$ cat src/rtl/memarb_pkg.sv
// Shared definitions for the unified-memory arbiter: priority FSM encodings
// and the default geometry of the shared 2048 x 32 memory.
package memarb_pkg;

    localparam int ADDR_W_DEF = 11;
    localparam int DATA_W_DEF = 32;

    typedef enum logic {
        ST_DPRI = 1'b0,
        ST_IPRI = 1'b1
    } pri_state_e;

endpackage

$ cat src/rtl/m_memarb_pri.sv
// Priority FSM plus instruction starvation counter for m_memarb.
// Present only with MEMARB_FAIR_EN; otherwise w_ipri is tied to 0 (fixed data priority).
module m_memarb_pri
    import memarb_pkg::*;
#(
    parameter int STARVE_MAX = 3
) (
    input  logic w_clk,
    input  logic w_rst,
    input  logic w_ireq,
    input  logic w_istall,
    input  logic w_igrant,
    output logic w_ipri
);

`ifdef MEMARB_FAIR_EN
    localparam int SW = $clog2(STARVE_MAX + 1);
    localparam logic [SW-1:0] STARVE_LIM = SW'(STARVE_MAX);

    pri_state_e    state_reg;
    pri_state_e    state_next;
    logic [SW-1:0] r_starve;
    logic [SW-1:0] starve_next;

    always_comb begin
        starve_next = r_starve;
        state_next  = state_reg;

        if (w_igrant || !w_ireq) begin
            starve_next = '0;
        end else if (w_istall && (r_starve != STARVE_LIM)) begin
            starve_next = r_starve + 1'b1;
        end

        // Escalate on the denial that brings the count up to the limit, so the
        // instruction port wins the very next contested cycle.
        if (state_reg == ST_DPRI) begin
            if (w_istall && (starve_next == STARVE_LIM)) begin
                state_next = ST_IPRI;
            end
        end else begin
            if (w_igrant) begin
                state_next = ST_DPRI;
            end
        end
    end

    always_ff @(posedge w_clk) begin
        if (w_rst) begin
            state_reg <= ST_DPRI;
            r_starve  <= '0;
        end else begin
            state_reg <= state_next;
            r_starve  <= starve_next;
        end
    end

    assign w_ipri = (state_reg == ST_IPRI);
`else
    logic unused_pri_inputs;
    assign unused_pri_inputs = ^{w_clk, w_rst, w_ireq, w_istall, w_igrant, 32'(STARVE_MAX)};

    assign w_ipri = 1'b0;
`endif

endmodule

$ cat src/rtl/m_memarb.sv
// Shares one single-port registered-read memory between instruction fetch and
// data access; one grant per cycle. Fairness via MEMARB_FAIR_EN (see m_memarb_pri).
module m_memarb
    import memarb_pkg::*;
#(
    parameter int ADDR_W     = ADDR_W_DEF,
    parameter int DATA_W     = DATA_W_DEF,
    parameter int STARVE_MAX = 3
) (
    input  logic              w_clk,
    input  logic              w_rst,
    input  logic              w_ireq,
    input  logic [ADDR_W-1:0] w_iaddr,
    output logic              w_istall,
    output logic              r_ivalid,
    output logic [DATA_W-1:0] w_idata,
    input  logic              w_dreq,
    input  logic              w_dwe,
    input  logic [ADDR_W-1:0] w_daddr,
    input  logic [DATA_W-1:0] w_ddin,
    output logic              w_dstall,
    output logic              r_dvalid,
    output logic [DATA_W-1:0] w_ddata,
    output logic [ADDR_W-1:0] w_maddr,
    output logic              w_mwe,
    output logic [DATA_W-1:0] w_mdin,
    input  logic [DATA_W-1:0] w_mdout
);

    logic w_ipri;
    logic w_iwins;
    logic w_igrant;
    logic w_dgrant;

    // Data's grant is decided as if reset were low; reset only suppresses the
    // instruction grant so a store issued in the reset cycle still lands.
    assign w_iwins  = w_ireq & (~w_dreq | w_ipri);
    assign w_dgrant = w_dreq & ~w_iwins;
    assign w_igrant = w_iwins & ~w_rst;

    assign w_istall = w_ireq & ~w_igrant;
    assign w_dstall = w_dreq & ~w_dgrant;

    assign w_maddr = w_dgrant ? w_daddr : w_iaddr;
    assign w_mwe   = w_dgrant & w_dwe;
    assign w_mdin  = w_dgrant ? w_ddin : '0;

    assign w_idata = w_mdout;
    assign w_ddata = w_mdout;

    always_ff @(posedge w_clk) begin
        if (w_rst) begin
            r_ivalid <= 1'b0;
            r_dvalid <= 1'b0;
        end else begin
            r_ivalid <= w_igrant;
            r_dvalid <= w_dgrant & ~w_dwe;
        end
    end

    m_memarb_pri #(
        .STARVE_MAX (STARVE_MAX)
    ) u_pri (
        .w_clk    (w_clk),
        .w_rst    (w_rst),
        .w_ireq   (w_ireq),
        .w_istall (w_istall),
        .w_igrant (w_igrant),
        .w_ipri   (w_ipri)
    );

endmodule

$ cat config.mk
export PLATFORM = sky130hd
export DESIGN_NAME = m_memarb
export DESIGN_NICKNAME = d
export VERILOG_FILES = /design/src/rtl/memarb_pkg.sv /design/src/rtl/m_memarb_pri.sv /design/src/rtl/m_memarb.sv
export SDC_FILE = /design/constraint.sdc
export NUM_CORES = 1
export LEC_CHECK = 0
export ABC_AREA = 1
export BUFFER_PORTS_ARGS = -buffer_cell sky130_fd_sc_hd__buf_4
export CAP_MARGIN = 20
export CORE_AREA = 2 2 78 80
export CTS_CLUSTER_DIAMETER = 60
export DETAILED_ROUTE_END_ITERATION = 12
export DIE_AREA = 0 0 80 82
export GPL_ROUTABILITY_DRIVEN = 0
export MAX_ROUTING_LAYER = met4
export PLACE_DENSITY = 0.61
export SLEW_MARGIN = 40
export SYNTH_ARGS = -nofsm -noshare
export SYNTH_HDL_FRONTEND = slang
export SYNTH_SLANG_ARGS = --single-unit
$ cat constraint.sdc
create_clock -name w_clk -period 0.8 [get_ports w_clk]
set_clock_uncertainty 0.15 [all_clocks]
set_input_delay 0.08 -clock w_clk [delete_from_list [all_inputs] [get_ports w_clk]]
set_output_delay 0.08 -clock w_clk [all_outputs]
set_load 0.1 [all_outputs]
==> flow_metrics.tcl, run 1 <==
set metrics [dict create \
    failed_checks "negative hold slack, negative setup slack" \
    hold_class "in2reg" \
    cts-root-buf "clkbuf_8" \
    syn_inst 178 \
    crit_required_ns 0.57 \
    layout-drive-gt1-share_pct 96.5 \
    num_io_pins 203 \
    diodes 0 \
    yosysUniqueCellTypes 11 \
    rows 28 \
    drt_iter0_drc 10 \
    synth-async-reset-ratio_pct 0 \
    area_growth_pct 170 \
    antenna_found_initial 0 \
    rsz0062_at_grt "yes" \
    num_vias 1098 \
    fin_ws_ns -0.236 \
    ys_seq_area_share_pct 3.96 \
    grt.overflow.total 0 \
    status "complete, but fails checks" \
    routedWlPerCell_um 11.6 \
    cts_tree "yes" \
    end_kind "output pin" \
    grt_first_pass_wirelength_mm 5.33 \
    stdcell_area_um2 2730 \
    grt_max_degree 13 \
    ctsLongestPathBuffers 2 \
    critPathKind "in2out" \
    post_cts_buffers 0 \
    die_area_um2 6560 \
    fin_crit_ns 1.04 \
    critPathArrivalTime_ns 0.81 \
    synth-seq-cells 2 \
    worst_ir_drop_vdd_v 0.000895 \
    tns_ns -7.00 \
    power.density_nw_per_um2 1110 \
    synth_top_area_share_pct 49.8 \
    finalHoldViolations 1 \
    num-nets-final 321 \
    maxCapViolations 0 \
    postPlaceCellArea_um2 2040 \
    start_util_pct 17.6 \
    synth.area.top_cells "buf_4 50%, nand2_1 24%, inv_1 12%" \
    yosysTopAreaCell "buf_4" \
    clk_pin_slew_worst_paths_ns 0.03 \
    setup_viol_count_final 47 \
    holdWs_ns -0.0347 \
    clkSinkCount 2 \
    ys.warnings.count 0 \
    p_leak_nw 1.22 \
    die_x_um 80 \
    yosysMostFrequentCell "buf_4" \
    timing.final.crit_share_pct 130 \
    via_per_inst 3.62 \
    dp_slack_ns -0.441 \
    dr.pass1.iters 2 \
    synth_edf_count 0 \
    die_y_um 82 \
    dp_hpwl_mm 2.55 \
    synthFlopType "dfxtp_1" \
    grt_util_all_layers_pct 10.6 \
    finalMaxSlewViolations 0 \
    syn_area_um2 1010 \
    grt_pass1_vias 1152 \
    total_power_w 0.00303 \
    antenna_left 0 \
    max_freq_mhz 965 \
    core_um2 5750 \
    synth_fp_nets 269 \
    cts_buffers 3 \
    synthTopCellsByCount "67 x buf_4, 64 x nand2_1, 33 x inv_1" \
    port_buffers 105 \
    htree_levels 1 \
    syn_area_per_cell_um2 5.68 \
    cp_max_fo 8 \
    drc 0 \
    routed_wirelength_mm 3.53 \
    start_kind "primary input" \
]
## state kept, by name, summed over array words and instances, names as in the netlist
name      cells
r_dvalid      1
r_ivalid      1
## cell families after synthesis
kind of cell / count (synthesis) / share of synthesized area [%]
buffers and inverters: 105 / 67.3
AO/OA/AOI/OAI: 1 / 0.743
other: 1 / 0.371
flip-flops: 2 / 3.96
AND/OR/NAND/NOR: 69 / 27.6
## critical path: stages
cell and delay, ns:
buf_12 0.13, buf_12 0.14, buf_12 0.13, nand2_4 0.05, clkinvlp_4 0.09, buf_12 0.17
## final cells by class
| class | count | area, um2 |
|---|---|---|
| multi-input cells | 71 | 756 |
| inverters | 34 | 256 |
| clock buffers | 3 | 41.3 |
| fillers | 534 | 3020 |
| flip-flops and latches | 2 | 47.5 |
| repair buffers | 118 | 1530 |
| well taps | 75 | 93.8 |
## report_power, final
part | switching (W) | internal (W) | leakage (nW)
sequential | 0.00000320 | 0.000101 | 0.0178
clock | 0.0000730 | 0.000318 | 0.0216
combinational | 0.00157 | 0.000958 | 1.18
## what timing repair did
action                                  4_1_cts  5_1_grt
resized for setup                           144        4
pin swaps                                     0        1
endpoints found under the hold margin         2        1
gates cloned                                  2        0
endpoints found under the setup margin       47       47
## cells in the final DEF (no fill, tap or decap)
master,synthesis,layout
buf_12,0,42
buf_16,0,2
buf_4,67,63
buf_6,4,1
buf_8,0,10
clkbuf_8,0,3
clkinvlp_4,0,33
conb_1,1,1
dfxtp_4,0,2
inv_6,1,1
nand2_1,64,6
nand2_2,3,16
nand2_4,0,35
nand2_8,0,10
nor2_1,1,1
nor3_4,1,1
o21a_4,0,1
## path summary, 6_finish.rpt
| kind | from | end | slack [ns] | depth (start not counted) |
|---|---|---|---|---|
| max | w_dreq | w_mdin[23] | -0.24 | 6 |
| min | w_ireq | r_ivalid | -0.03 | 3 |
## per-stage QoR
| step | hold slack, ns | util (%) | std cells |
|---|---|---|---|
| CTS | -0.0416 | 47.2 | 303 |
| finish | -0.0347 | 47.4 | 303 |
| detailed placement | 0.0110 | 35.6 | 298 |
| floorplan | -0.0120 | - | 178 |
| global route | -0.0317 | 47.4 | 303 |
| global placement | 0.0110 | 35.6 | 298 |
## metal layers
layer	wire, um	up-vias	track usage (%)	share of wire (%)
met5	0	-	-	0
met3	455	12	3.52	13
met1	987	477	9.75	28
met2	2020	77	20.6	57
met4	62	0	3.73	1.8
li1	-	532	-	-
No activity file was read; power rests on OpenSTA's default activity.
==> run 2, diff against run 1 <==
PLACE_DENSITY = unset   (was 0.61)
==> flow_metrics.tcl, run 2 (synthesized netlist as in run 1, its figures left out) <==
set metrics [dict create \
    layout.cells.most_common_list "60 x buf_4, 36 x nand2_4, 35 x buf_12, 33 x clkinvlp_4, 15 x buf_8" \
    dp_hpwl_mm 2.63 \
    failed_checks "negative hold slack, negative setup slack" \
    maxCapViolations 0 \
    end_kind "output pin" \
    cts_tree "yes" \
    start_kind "primary input" \
    layout-drive-gt1-share_pct 96.0 \
    clk_pin_slew_worst_paths_ns 0.03 \
    num-nets-final 319 \
    crit_family "buffers and inverters" \
    crit_required_ns 0.57 \
    grt_first_pass_wirelength_mm 5.76 \
    diodes 0 \
    final_common_cell "buf_4" \
    drt_iter0_drc 26 \
    crit_buf_inv 5 \
    cp_max_fo 7 \
    fin_crit_ns 1.01 \
    holdWs_ns -0.0400 \
    fin_ws_ns -0.212 \
    cp_slowest_cell "buf_12" \
    die_y_um 82 \
    hold_class "in2reg" \
    ctsLongestPathBuffers 2 \
    num_io_pins 203 \
    grt_max_degree 13 \
    routed_wirelength_mm 3.87 \
    max_stage_delay_ns 0.17 \
    rows 28 \
    antenna_found_initial 0 \
    status "complete, but fails checks" \
    cts_buffers 3 \
    reg_top3 "r_dvalid x1, r_ivalid x1" \
    setup_viol_count_final 47 \
    min-delay-start "w_ireq" \
    antenna_left 0 \
    grt.overflow.total 0 \
    tns_ns -7.10 \
    dr.pass1.iters 4 \
    drc 0 \
    grt_pass1_vias 1177 \
    finalHoldViolations 1 \
    cp_cell_sequence "buf_16 > buf_12 > buf_6 > nand2_4 > clkinvlp_4 > buf_12" \
    p_leak_nw 1.21 \
    critPathKind "in2out" \
    core_um2 5750 \
    clkSinkCount 2 \
    critPathArrivalTime_ns 0.78 \
    power.density_nw_per_um2 1120 \
    fin_util_pct 47.1 \
    finalMaxSlewViolations 0 \
    htree_levels 1 \
    total_power_w 0.00302 \
    setup.worst_path.start "w_dreq" \
    area_growth_pct 168 \
    worst_ir_drop_vdd_v 0.00142 \
    max_freq_mhz 989 \
    grt_util_all_layers_pct 11.6 \
    cts-root-buf "clkbuf_8" \
    port_buffers 105 \
    crit_top_cell "buf_12" \
    rsz0062_at_grt "yes" \
    start_util_pct 17.6 \
    via_per_inst 3.66 \
    die_area_um2 6560 \
    die_x_um 80 \
    dp_slack_ns -0.421 \
    num_vias 1101 \
    timing.final.crit_share_pct 126 \
    routedWlPerCell_um 12.9 \
]
## run 2: cell types whose count changed in the layout (fill, tap and decap cells not counted), sizes merged
| cell | change |
|---|---|
| buf | -2 |
## run 2: report_power, final
part	switching [W]	internal (W)	leakage [nW]
clock	0.0000747	0.000318	0.0216
sequential	0.00000326	0.000101	0.0178
combinational	0.00158	0.000946	1.17
total	0.00166	0.00136	1.21
## run 2: area by class of cell
class | instances | area [um2]
Fill cell | 520 | 3040
Timing Repair Buffer | 116 | 1510
Multi-Input combinational cell | 71 | 758
Inverter | 34 | 256
Tap cell | 75 | 93.8
Sequential cell | 2 | 47.5
Clock buffer | 3 | 41.3
## run 2: layer usage
layer  GRT usage (%)  share of wire (%)
met4            5.08                3.2
met3            4.29                 12
met5               -                  0
met2            20.8                 55
met1            11.3                 30
## run 2: stage by stage
stage               hold slack (ns)  cells  cell area [um2]
finish                      -0.0400    301             2710
global route                -0.0307    301             2710
CTS                         -0.0479    301             2690
detailed placement           0.0110    295             1980
global placement             0.0110    295             1980
floorplan                   -0.0120    178             1610
## run 2: path summary, 6_finish.rpt
check | endpoint | cells past startpoint
worst max-delay path | w_mdin[23] | 6
worst min-delay path | r_ivalid | 3
## run 2: timing repair
action,in CTS,in global routing
endpoints found under the setup margin,47,47
pin swaps,3,2
endpoints found under the hold margin,2,1
buffers inserted,0,0
resized for setup,146,6
cloned,3,0
==> run 3, diff against run 2 <==
--- a/config.mk
+++ b/config.mk
@@ -16,2 +16,3 @@
 export MAX_ROUTING_LAYER = met4
+export PLACE_DENSITY = 0.62
 export SLEW_MARGIN = 40
==> constraint.sdc (replaced) <==
create_clock -name w_clk -period 0.8 [get_ports w_clk]
set_clock_uncertainty 0.15 [all_clocks]
set_input_delay 0.04 -clock w_clk [delete_from_list [all_inputs] [get_ports w_clk]]
set_output_delay 0.04 -clock w_clk [all_outputs]
set_load 0.1 [all_outputs]
==> flow_metrics.tcl, run 3 (synthesized netlist as in run 1, its figures left out) <==
set metrics [dict create \
    dp_slack_ns -0.323 \
    grt.overflow.total 0 \
    rsz0062_at_grt "yes" \
    power.density_nw_per_um2 1340 \
    final_common_cell "buf_12" \
    fin_crit_ns 0.972 \
    num_vias 1315 \
    htree_levels 1 \
    area_growth_pct 256 \
    dp.cells 301 \
    setup_viol_count_final 48 \
    routedWlPerCell_um 14.5 \
    ctsLongestPathBuffers 2 \
    status "complete, but fails checks" \
    start_kind "primary input" \
    finalHoldViolations 2 \
    hold_depth 2 \
    grt_first_pass_wirelength_mm 6.99 \
    dp_hpwl_mm 2.80 \
    cts_buffers 3 \
    diodes 0 \
    max_freq_mhz 1030 \
    layout.cells.most_common_list "75 x buf_12, 64 x buf_4, 44 x nand2_4, 33 x clkinvlp_4, 15 x nand2_8" \
    antenna_left 0 \
    grt_pass1_vias 1435 \
    rows 28 \
    routed_wirelength_mm 4.98 \
    die_x_um 80 \
    crit_required_ns 0.61 \
    via_per_inst 3.83 \
    grt_max_degree 13 \
    grt_util_all_layers_pct 14.0 \
    total_power_w 0.00483 \
    p_leak_nw 1.62 \
    end_kind "output pin" \
    clk_pin_slew_worst_paths_ns 0.02 \
    holdWs_ns -0.122 \
    finalMaxSlewViolations 0 \
    reg_top3 "r_dvalid x1, r_ivalid x1" \
    drc 0 \
    die_area_um2 6560 \
    cts_hold_buf 32 \
    fillers 412 \
    maxCapViolations 0 \
    timing.final.crit_share_pct 122 \
    failed_checks "negative hold slack, negative setup slack" \
    worst_ir_drop_vdd_v 0.00102 \
    critPathArrivalTime_ns 0.78 \
    clkSinkCount 2 \
    num_io_pins 203 \
    final_cells 343 \
    port_buffers 105 \
    fin_ws_ns -0.172 \
    min_to "r_dvalid" \
    core_um2 5750 \
    dr.pass1.iters 3 \
    antenna_found_initial 0 \
    drt_iter0_drc 4 \
    cp_max_fo 7 \
    cts-root-buf "clkbuf_8" \
    start_util_pct 17.6 \
    cts_tree "yes" \
    die_y_um 82 \
    critPathKind "in2out" \
    min-delay-start "w_dwe" \
    num-nets-final 361 \
    layout-drive-gt1-share_pct 97.8 \
    hold_class "in2reg" \
]
[run 3: changes by cell type in the layout (fill, tap and decap cells not counted), sizes merged]
cell / previous run / this run
clkinv: 0 / 1
buf: 116 / 157
[run 3: critical path, stage by stage]
cell        delay, ns
buf_12           0.13
buf_12           0.14
buf_12           0.14
nand2_4          0.06
clkinvlp_4       0.09
buf_12           0.17
[run 3: layer usage]
metal	vias to the layer above	part of all wire (%)	global-route usage, %
li1	613	-	-
met1	606	30	13.6
met2	92	62	29.2
met3	4	8.1	2.64
met4	0	0.66	1.86
met5	-	0	-
[run 3: layout make-up]
| cell class | instances | area (um2) | area share (%) |
|---|---|---|---|
| Sequential cell | 2 | 47.5 | 1.32 |
| Tap cell | 75 | 93.8 | 2.61 |
| Timing Repair Buffer | 157 | 2240 | 62.3 |
| Timing Repair inverter | 1 | 20.0 | 0.557 |
| Multi-Input combinational cell | 71 | 875 | 24.3 |
| Clock buffer | 3 | 41.3 | 1.15 |
| Inverter | 34 | 278 | 7.72 |
[run 3: report_power, final]
| group | internal, W | switching [W] | leakage, nW |
|---|---|---|---|
| Sequential | 0.000101 | 0.00000338 | 0.0178 |
| Combinational | 0.00136 | 0.00297 | 1.58 |
| Clock | 0.000318 | 0.0000736 | 0.0216 |
| Total | 0.00178 | 0.00305 | 1.62 |
[run 3: what timing repair did]
item                                    4_1_cts  5_1_grt
resized for setup                           143       45
setup buffers                                 0        5
gates cloned                                  2        1
endpoints found under the hold margin        66        2
pin swaps                                     1        5
endpoints found under the setup margin       47       47
[run 3: worst max path at each step]
stage / from / endpoint / slack [ns] / depth (start not counted)
finish: w_dreq / w_mdin[10] / -0.17 / 6
global route: w_dreq / w_mdin[13] / -0.19 / 6
CTS: w_dreq / w_mdin[10] / -0.17 / 6
detailed placement: w_dreq / w_maddr[8] / -0.32 / 5
global placement: w_dreq / w_maddr[8] / -0.31 / 5
floorplan: w_dreq / w_mdin[0] / -0.17 / 4
[run 3: stage by stage]
stage | TNS [ns] | instance area (um2) | util, %
final | -4.78 | 3600 | 62.6
after global routing | -5.75 | 3600 | 62.6
after CTS | -4.38 | 3330 | 57.9
after detailed placement | -10.90 | 2030 | 35.3
after global placement | -10.64 | 2030 | 35.3
after floorplan | -6.02 | 1580 | -
